<file path="src/rtl/tug_playfield_if.sv">
// Key inputs and display/score outputs of the tug-of-war playfield.
interface tug_playfield_if #(
    parameter int NUM_LIGHTS = 9
);
    logic                  L;
    logic                  R;
    logic [NUM_LIGHTS-1:0] lights;
    logic [3:0]            left_score;
    logic [3:0]            right_score;
    logic                  round_win_l;
    logic                  round_win_r;
    logic                  match_over;
    logic                  match_winner;

    modport master (
        output L, R,
        input  lights, left_score, right_score,
        input  round_win_l, round_win_r, match_over, match_winner
    );

    modport slave (
        input  L, R,
        output lights, left_score, right_score,
        output round_win_l, round_win_r, match_over, match_winner
    );
endinterface

</file>
<file path="src/rtl/tug_playfield.sv">
// Tug-of-war playfield: one-hot light row, press edge detection, scoring, match end.
// Optional macro TUG_END_FLASH_EN: flash the winner's end light during ROUND_END/MATCH_OVER.
module tug_playfield #(
    parameter int NUM_LIGHTS  = 9,
    parameter int WIN_SCORE   = 7,
    parameter int HOLD_CYCLES = 4
) (
    input  logic          clk,
    input  logic          reset,
    tug_playfield_if.slave pf
);
    localparam int C  = (NUM_LIGHTS - 1) / 2;
    localparam int CW = (HOLD_CYCLES > 1) ? $clog2(HOLD_CYCLES) : 1;

    localparam logic [NUM_LIGHTS-1:0] RIGHT_END = {{(NUM_LIGHTS-1){1'b0}}, 1'b1};
    localparam logic [NUM_LIGHTS-1:0] LEFT_END  = {1'b1, {(NUM_LIGHTS-1){1'b0}}};
    localparam logic [NUM_LIGHTS-1:0] CENTRE    = RIGHT_END << C;
    localparam logic [3:0]            WIN       = 4'(WIN_SCORE);
    localparam logic [CW-1:0]         HOLD_LAST = CW'(HOLD_CYCLES - 1);

    localparam logic [1:0] S_PLAY       = 2'd0;
    localparam logic [1:0] S_ROUND_END  = 2'd1;
    localparam logic [1:0] S_MATCH_OVER = 2'd2;

    logic [1:0]            state;
    logic [NUM_LIGHTS-1:0] lights_q;
    logic [3:0]            left_q;
    logic [3:0]            right_q;
    logic                  win_l_q;
    logic                  win_r_q;
    logic                  over_q;
    logic                  winner_q;
    logic                  prev_l;
    logic                  prev_r;
    logic [CW-1:0]         hold_q;

    logic                  p_l;
    logic                  p_r;
    logic                  mv_l;
    logic                  mv_r;
    logic [3:0]            left_next;
    logic [3:0]            right_next;
    logic [NUM_LIGHTS-1:0] disp_r;
    logic [NUM_LIGHTS-1:0] disp_l;
    logic [NUM_LIGHTS-1:0] disp_hold;

    always_comb begin
        p_l        = pf.L & ~prev_l;
        p_r        = pf.R & ~prev_r;
        mv_l       = p_l & ~p_r;
        mv_r       = p_r & ~p_l;
        left_next  = left_q + 4'd1;
        right_next = right_q + 4'd1;
    end

`ifdef TUG_END_FLASH_EN
    // Remembers which end to blink; the display toggles against it each cycle.
    logic [NUM_LIGHTS-1:0] end_mask;

    always_ff @(posedge clk) begin
        if (reset) begin
            end_mask <= '0;
        end else if (state == S_PLAY && mv_r && lights_q[0]) begin
            end_mask <= RIGHT_END;
        end else if (state == S_PLAY && mv_l && lights_q[NUM_LIGHTS-1]) begin
            end_mask <= LEFT_END;
        end
    end

    always_comb begin
        disp_r    = RIGHT_END;
        disp_l    = LEFT_END;
        disp_hold = lights_q ^ end_mask;
    end
`else
    always_comb begin
        disp_r    = '0;
        disp_l    = '0;
        disp_hold = '0;
    end
`endif

    always_ff @(posedge clk) begin
        if (reset) begin
            state    <= S_PLAY;
            lights_q <= CENTRE;
            left_q   <= '0;
            right_q  <= '0;
            win_l_q  <= 1'b0;
            win_r_q  <= 1'b0;
            over_q   <= 1'b0;
            winner_q <= 1'b0;
            prev_l   <= 1'b1;
            prev_r   <= 1'b1;
            hold_q   <= '0;
        end else begin
            prev_l  <= pf.L;
            prev_r  <= pf.R;
            win_l_q <= 1'b0;
            win_r_q <= 1'b0;
            case (state)
                S_PLAY: begin
                    if (mv_r) begin
                        if (lights_q[0]) begin
                            right_q  <= right_next;
                            win_r_q  <= 1'b1;
                            lights_q <= disp_r;
                            hold_q   <= '0;
                            if (right_next == WIN) begin
                                state    <= S_MATCH_OVER;
                                over_q   <= 1'b1;
                                winner_q <= 1'b1;
                            end else begin
                                state <= S_ROUND_END;
                            end
                        end else begin
                            lights_q <= lights_q >> 1;
                        end
                    end else if (mv_l) begin
                        if (lights_q[NUM_LIGHTS-1]) begin
                            left_q   <= left_next;
                            win_l_q  <= 1'b1;
                            lights_q <= disp_l;
                            hold_q   <= '0;
                            if (left_next == WIN) begin
                                state    <= S_MATCH_OVER;
                                over_q   <= 1'b1;
                                winner_q <= 1'b0;
                            end else begin
                                state <= S_ROUND_END;
                            end
                        end else begin
                            lights_q <= lights_q << 1;
                        end
                    end
                end
                S_ROUND_END: begin
                    if (hold_q == HOLD_LAST) begin
                        state    <= S_PLAY;
                        lights_q <= CENTRE;
                        hold_q   <= '0;
                    end else begin
                        hold_q   <= hold_q + 1'b1;
                        lights_q <= disp_hold;
                    end
                end
                S_MATCH_OVER: begin
                    lights_q <= disp_hold;
                end
                default: begin
                    state    <= S_PLAY;
                    lights_q <= CENTRE;
                    hold_q   <= '0;
                end
            endcase
        end
    end

    assign pf.lights       = lights_q;
    assign pf.left_score   = left_q;
    assign pf.right_score  = right_q;
    assign pf.round_win_l  = win_l_q;
    assign pf.round_win_r  = win_r_q;
    assign pf.match_over   = over_q;
    assign pf.match_winner = winner_q;
endmodule
</file>
<file path="src/flat_wrapper.sv">
// flat-port wrapper written by rule: the top's interface ports become plain ports
module tug_playfield_flat 
#(
    parameter int NUM_LIGHTS  = 9,
    parameter int WIN_SCORE   = 7,
    parameter int HOLD_CYCLES = 4
)
  (clk, reset, pf_L, pf_R, pf_lights, pf_left_score, pf_right_score, pf_round_win_l, pf_round_win_r, pf_match_over, pf_match_winner);
  tug_playfield_if #(.NUM_LIGHTS(NUM_LIGHTS)) pf_i ();
  input  logic clk;
  input  logic reset;
  input wire logic [$bits(pf_i.L)-1:0] pf_L;
  input wire logic [$bits(pf_i.R)-1:0] pf_R;
  output wire logic [$bits(pf_i.lights)-1:0] pf_lights;
  output wire logic [$bits(pf_i.left_score)-1:0] pf_left_score;
  output wire logic [$bits(pf_i.right_score)-1:0] pf_right_score;
  output wire logic [$bits(pf_i.round_win_l)-1:0] pf_round_win_l;
  output wire logic [$bits(pf_i.round_win_r)-1:0] pf_round_win_r;
  output wire logic [$bits(pf_i.match_over)-1:0] pf_match_over;
  output wire logic [$bits(pf_i.match_winner)-1:0] pf_match_winner;
  assign pf_i.L = pf_L;
  assign pf_i.R = pf_R;
  assign pf_lights = pf_i.lights;
  assign pf_left_score = pf_i.left_score;
  assign pf_right_score = pf_i.right_score;
  assign pf_round_win_l = pf_i.round_win_l;
  assign pf_round_win_r = pf_i.round_win_r;
  assign pf_match_over = pf_i.match_over;
  assign pf_match_winner = pf_i.match_winner;
  tug_playfield #(.NUM_LIGHTS(NUM_LIGHTS), .WIN_SCORE(WIN_SCORE), .HOLD_CYCLES(HOLD_CYCLES)) u_core (.clk(clk), .reset(reset), .pf(pf_i));
endmodule
</file>
<file path="config.mk">
export PLATFORM = sky130hd
export DESIGN_NAME = tug_playfield_flat
export DESIGN_NICKNAME = d
export VERILOG_FILES = /design/src/rtl/tug_playfield_if.sv /design/src/rtl/tug_playfield.sv /design/src/flat_wrapper.sv
export SDC_FILE = /design/constraint.sdc
export NUM_CORES = 1
export LEC_CHECK = 0
export CAP_MARGIN = 0
export CORE_MARGIN = 4
export CORE_UTILIZATION = 53
export CTS_BUF_LIST = sky130_fd_sc_hd__clkbuf_4
export CTS_CLUSTER_SIZE = 28
export DETAILED_ROUTE_END_ITERATION = 10
export PLACE_DENSITY = 0.81
export SYNTH_ARGS = -nofsm -noshare
export SYNTH_HDL_FRONTEND = slang
export SYNTH_SLANG_ARGS = --single-unit
</file>
<file path="constraint.sdc">
create_clock -name clk -period 2 [get_ports clk]
set_input_delay 0.3 -clock clk [delete_from_list [all_inputs] [get_ports clk]]
set_output_delay 0.3 -clock clk [all_outputs]
set_load 0.1 [all_outputs]
</file>
# After elaboration in Yosys (flattened, before gate mapping)
# Cells that the tools add are included.
dict set report word_totals {
  ramBits 0
  word_cells 80
  ff_bits 27
  inputBits 4
  n_memories 0
  rom_bits 0
  latchBits 0
}
dict set report op_classes {
  mul 0
  n_addsub 3
  n_shift 0
  order_cmp 0
  mux 32
  n_eq_ne 11
  n_reduce_logical 11
  n_bitwise 12
  n_div 0
}
# operator count
set op_table {}
lappend op_table {{$mux W9} 3}
lappend op_table {{$pmux W9 S3} 1}
lappend op_table {{$mux W2} 12}
lappend op_table {{$mux W1} 12}
lappend op_table {{$pmux W2 S3} 2}
lappend op_table {{$add A4 B1 Y4 const B} 2}
lappend op_table {{$eq A4 B3 Y1 const B} 2}
lappend op_table {{$mux W8} 1}
lappend op_table {{$not A1 Y1} 8}
lappend op_table {{$reduce_and A4 Y1} 2}
lappend op_table {{$ne A3 B1 Y1 const B} 2}
lappend op_table {{$reduce_and A6 Y1} 1}
lappend op_table {{$reduce_bool A2 Y1} 3}
lappend op_table {{$mux W5} 1}
lappend op_table {{$reduce_and A5 Y1} 1}
lappend op_table {{$and A1 B1 Y1} 4}
lappend op_table {{$eq A2 B2 Y1 const B} 2}
lappend op_table {{$ne A2 B1 Y1 const B} 2}
lappend op_table {{$reduce_or A4 Y1} 1}
lappend op_table {{$ne A3 B2 Y1 const B} 1}
lappend op_table {{$reduce_and A3 Y1} 1}
lappend op_table {{$reduce_or A3 Y1} 1}
lappend op_table {{$add A2 B1 Y2 const B} 1}
lappend op_table {{$eq A2 B1 Y1 const B} 1}
lappend op_table {{2 further kinds} 2}

# Longest topological paths before layout
dict set report depth {
  depth_word 7
  ltp_mapped 7
  mapped_depth_nobuf 7
}

# Least setup slack after synthesis
# Ideal clock, no wire load.
dict set report synth_path {
  path_kind {reg-to-reg}
  startpoint {reg u_core.left_q[1] (netlist: u_core.pf.left_score[1])}
  endpoint {reg u_core.over_q (netlist: u_core.pf.match_over)}
  period_less_slack_ns 2.060
  t_required_ns 1.926
  setup_slack_ns -0.060
  stages_incl_launch_ff 7
  setup_ns 0.074
  arrival_ns 1.986
  path_cell_list {dfxtp_1 > ha_1 > nand2_1 > nor2_1 > a32oi_1 > or2_2 > a31oi_1}
}
dict set report synth_via {
  elab_chain_len 4
}
# element line
set synth_lines {}
lappend synth_lines {{start, declared} tug_playfield.sv:27} ;# logic [3:0] left_q;
lappend synth_lines {{start signal, assigned} tug_playfield.sv:121} ;# left_q <= left_next;
lappend synth_lines {{$add A4 B1 Y4} tug_playfield.sv:52} ;# left_next = left_q + 4'd1;
lappend synth_lines {{$eq A4 B3 Y1} tug_playfield.sv:125} ;# if (left_next == WIN) begin
lappend synth_lines {{$reduce_bool A2 Y1 (no line)} --}
lappend synth_lines {{$reduce_and A6 Y1 (no line)} --}
lappend synth_lines {{end signal, assigned} tug_playfield.sv:91} ;# over_q <= 1'b0;
lappend synth_lines {{end signal, assigned} tug_playfield.sv:111} ;# over_q <= 1'b1;
lappend synth_lines {{end signal, assigned} tug_playfield.sv:127} ;# over_q <= 1'b1;
lappend synth_lines {{end, declared} tug_playfield.sv:31} ;# logic over_q;
# Every way passes these cells.
# A chain may end at the register's enable or synchronous reset.

# Worst setup path in the final report
dict set report layout_path {
  startpoint {in pf_R}
  endpoint {reg u_core.lights_q[3] (netlist: u_core.pf.lights[3])}
}
dict set report layout_via {
  elab_chain_len 4
  elab_cells_between_ends 7
  classes_between {1 x eq/ne; 2 x mux; 4 x bitwise}
}
# element line
set layout_lines {}
lappend layout_lines {{start, declared} flat_wrapper.sv:13} ;# input wire logic [$bits(pf_i.R)-1:0] pf_R;
lappend layout_lines {{$and A1 B1 Y1 (*)} tug_playfield.sv:49} ;# p_r = pf.R & ~prev_r;
lappend layout_lines {{$and A1 B1 Y1 or $not A1 Y1 (tied branches)} {tug_playfield.sv:51, tug_playfield.sv:50}}
lappend layout_lines {{$mux W9 or $and A1 B1 Y1 (tied branches)} {tug_playfield.sv:103, tug_playfield.sv:50}}
lappend layout_lines {{$pmux W9 S3 or $ne A3 B1 Y1 (tied branches)} --}
lappend layout_lines {{end signal, assigned} tug_playfield.sv:107} ;# lights_q <= disp_r;
lappend layout_lines {{end signal, assigned} tug_playfield.sv:117} ;# lights_q <= lights_q >> 1;
lappend layout_lines {{end signal, assigned} tug_playfield.sv:123} ;# lights_q <= disp_l;
lappend layout_lines {{end, declared} tug_playfield.sv:26} ;# logic [NUM_LIGHTS-1:0] lights_q;
# Mark *: on every way between the ends. The rest lies on a longest branch, timed or not.

==> run summary <==
Tot Pwr: 970.3 uW
Worst path max stage delay: 470 ps
Post-route cell area: 1533 um2
WS Path Type: input pin to flop
Skew-Pair Late Insertion Delay: 320 ps
Met1 GRT Util: 0.2337
Sequential fraction of the synthesis area: 0.4219
Max-cap violations: 0
Achievable Freq: 600.0 MHz
Share of layout cells above drive strength 1: 0.2471
Setup crit end kind: flop
Clock Tree Buf Depth: 2
First-pass GRT wire length: 4609 um
Setup-failing EPs final: 0
Post-detail-place hpwl: 2180 um
Pin count of the biggest net entering global routing: 15
Num CTS Buffers: 3
Clock skew: 4.862 ps
GRT met3 Usage: 0.04977
CTS sink cnt: 27
Die width: 57.17 um
Nets: 180
DRT iter0 DRCs: 47
Slew Limit Fails: 0
Post-CTS Resized: 0
Hold_ws: 480.3 ps
RSZ-0062 raised after global routing: no
Via-to-Cell Ratio: 5.677
Root Buffer: clkbuf_4
Hold WC Path Type: flop to flop
Yosys top cell by area: dfxtp_1
Netlist Area Pre-Place: 1281 um2
GRT Residual Overflow: 0
Outcome: completed
Top cells by area, synth: dfxtp_1, nor2_1, ha_1, nand2_1, nand3b_1
Crit path DAT: 1880 ps
Routed WL: 2821 um
Tmin final: 1667 ps
Routability congestion estimate: 0.8636
Vias in the first global route: 1,021
CTS clk-pin slew, worst paths: 130 ps
Syn_nets: 153
CTS tree: yes
Worst IR Drop VDD: 0.5710 mV
Post-Place Cell Area: 1503 um2
Overall routing resource usage: 0.1772
Synth unique cells: 38
Fin. Hold Viols: 0
Worst path buffer plus inverter count: 2
Ports: 25
Antenna violations before repair: 0
Final period util: 0.8333
Largest fanout on the critical path: 9
GRT met2 Usage: 0.2920
# Post-CTS Setup Buffers: 0
First-pass DRT Iterations: 4
Pwr dens: 633.1 nW/um2
TNS Setup: 0 ps
H-Tree Depth: 1
Mapped Cells: 144
Syn-to-layout area delta: 19.63%
WL/cell: 14.25 um
DRC Markers: 0
Placed Instances: 194
Critical path data required time: 2220 ps
DIE AREA: 3268 um2
Synth top area share: 0.4219
Initial Util: 0.5683
IO buf count: 24
Rows: 17
Number of hold buffers added after CTS: 0
Mean area per synthesized cell: 8.897 um2
ANT nets after route: 0
Non-Filler Instances: 198
Pleak: 0.6229 nW
CP startpoint kind: input pin
Total number of vias: 1,124
CORE AREA: 2255 um2
Die Span Y: 57.17 um
Rel. slew slack: 0.6758
N_diodes: 0
Crit-path cells: clkdlybuf4s50_1, nand2b_1, buf_4, xor2_4, nor3_1, a222oi_1, nor2_1
Busiest grt layer: met2
Top delay family on crit path: buffers and inverters
Worst path slowest cell: clkdlybuf4s50_1
Slew @ Worst Pin: 484.8 ps
Yosys Warn Count: 0
Synth Register Bits: 27
-- per-layer routing --
| layer | vias up | share of wire |
|---|---|---|
| met5 | - | 0 |
| met4 | 0 | 0.0050 |
| met3 | 2 | 0.089 |
| met2 | 54 | 0.48 |
| met1 | 514 | 0.42 |
| li1 | 554 | - |
-- where the power goes --
part           internal [mW]  switching (mW)  total [mW]
clock network         0.0916           0.148       0.239
logic                 0.0458           0.119       0.165
registers              0.551          0.0151       0.566
total                  0.688           0.282       0.970
-- cells in the final DEF (no fill, tap or decap), drive strengths merged --
| cell | instances |
|---|---|
| nor3b | 1 |
| nor2 | 26 |
| nor3 | 4 |
| nand2b | 1 |
| a211o | 1 |
| nand4 | 3 |
| a41oi | 1 |
| clkbuf | 4 |
| xor2 | 6 |
| and4bb | 1 |
| nand3b | 7 |
| a31oi | 3 |
| a221oi | 1 |
| a21oi | 4 |
| a32oi | 1 |
| and4 | 1 |
| buf | 26 |
| nor2b | 1 |
| o21ai | 1 |
| dfxtp | 27 |
| clkdlybuf4s50 | 3 |
| inv | 6 |
| nand2 | 15 |
| o32ai | 1 |
| ha | 5 |
| or3 | 1 |
| o221ai | 1 |
| o32a | 1 |
| or2 | 4 |
| a211oi | 3 |
| a222oi | 3 |
| a311oi | 1 |
| nand3 | 2 |
| or3b | 1 |
| xnor2 | 3 |
-- synth_stat cells --
cell type,number
o21ai_0,1
dfxtp_1,27
nor2_1,26
ha_1,5
a41oi_1,1
o32a_1,1
inv_1,6
nor3b_1,1
a222oi_1,3
buf_2,1
nand3_1,2
xor2_1,5
or3b_1,1
and4bb_2,1
xnor2_1,3
buf_4,1
a32oi_1,1
or2_2,3
or3_1,1
nand4_1,3
a311oi_1,1
nor2b_4,1
a221oi_1,1
nand3b_1,7
xor2_4,1
nand2_1,15
nor3_1,4
a211oi_1,3
o32ai_1,1
o221ai_1,1
a211o_1,1
nand2b_1,1
or2_1,1
and4_1,1
a21oi_1,4
a31oi_1,3
buf_6,2
clkbuf_1,3
-- stage by stage --
step / worst slack [ps] / util
6_report: 333.4 / 0.6798
3_5_place_dp: -5.701 / 0.6665
5_1_grt: 233.9 / 0.6798
3_3_place_gp: 44.44 / 0.6665
2_1_floorplan: 217.5 / -
4_1_cts: 359.6 / 0.6798
-- final cells by class --
type                    instances  area [um2]
well taps                      28       35.03
clock buffers                   4       30.03
multi-input cells             104       671.9
repair buffers                 29       225.2
inverters                       6       22.52
flip-flops and latches         27       548.0
fillers                       216       721.9
-- flip-flops by register name, indices dropped and copies added (netlist names) --
signal / cells
u_core.state: 2
u_core.pf.match_winner: 1
u_core.pf.round_win_l: 1
u_core.prev_l: 1
u_core.prev_r: 1
u_core.pf.left_score: 4
u_core.pf.match_over: 1
u_core.hold_q: 2
u_core.pf.right_score: 4
u_core.pf.round_win_r: 1
u_core.pf.lights: 9
-- path summary, 6_finish.rpt --
check | startpoint | end | slack, ps | cells after the start
hold reg to reg | u_core.pf.match_over$_SDFFE_PP0P_ | u_core.pf.match_over$_SDFFE_PP0P_ | 480 | 2
hold / removal | u_core.pf.match_over$_SDFFE_PP0P_ | u_core.pf.match_over$_SDFFE_PP0P_ | 480 | 2
setup reg to reg | u_core.prev_r$_SDFF_PP1_ | u_core.pf.lights[3]$_SDFFE_PP0P_ | 380 | 6
setup / recovery | pf_R | u_core.pf.lights[3]$_SDFFE_PP0P_ | 330 | 7
-- kinds of logic after synthesis --
family          count (synthesis)  synth area share
simple gates                   68            0.2686
xor+xnor                        9           0.07618
buf+inv                        13           0.05371
flops                          27            0.4219
fa+ha+maj                       5           0.04883
compound gates                 22            0.1309
-- tightest hold or removal path, delay by kind of cell, from the launching register on --
family	cells	cell delay [ps]
AO/OA/AOI/OAI	1	60
buffers and inverters	1	50
flip-flops	1	340
Power figures use the tool's default switching activity.
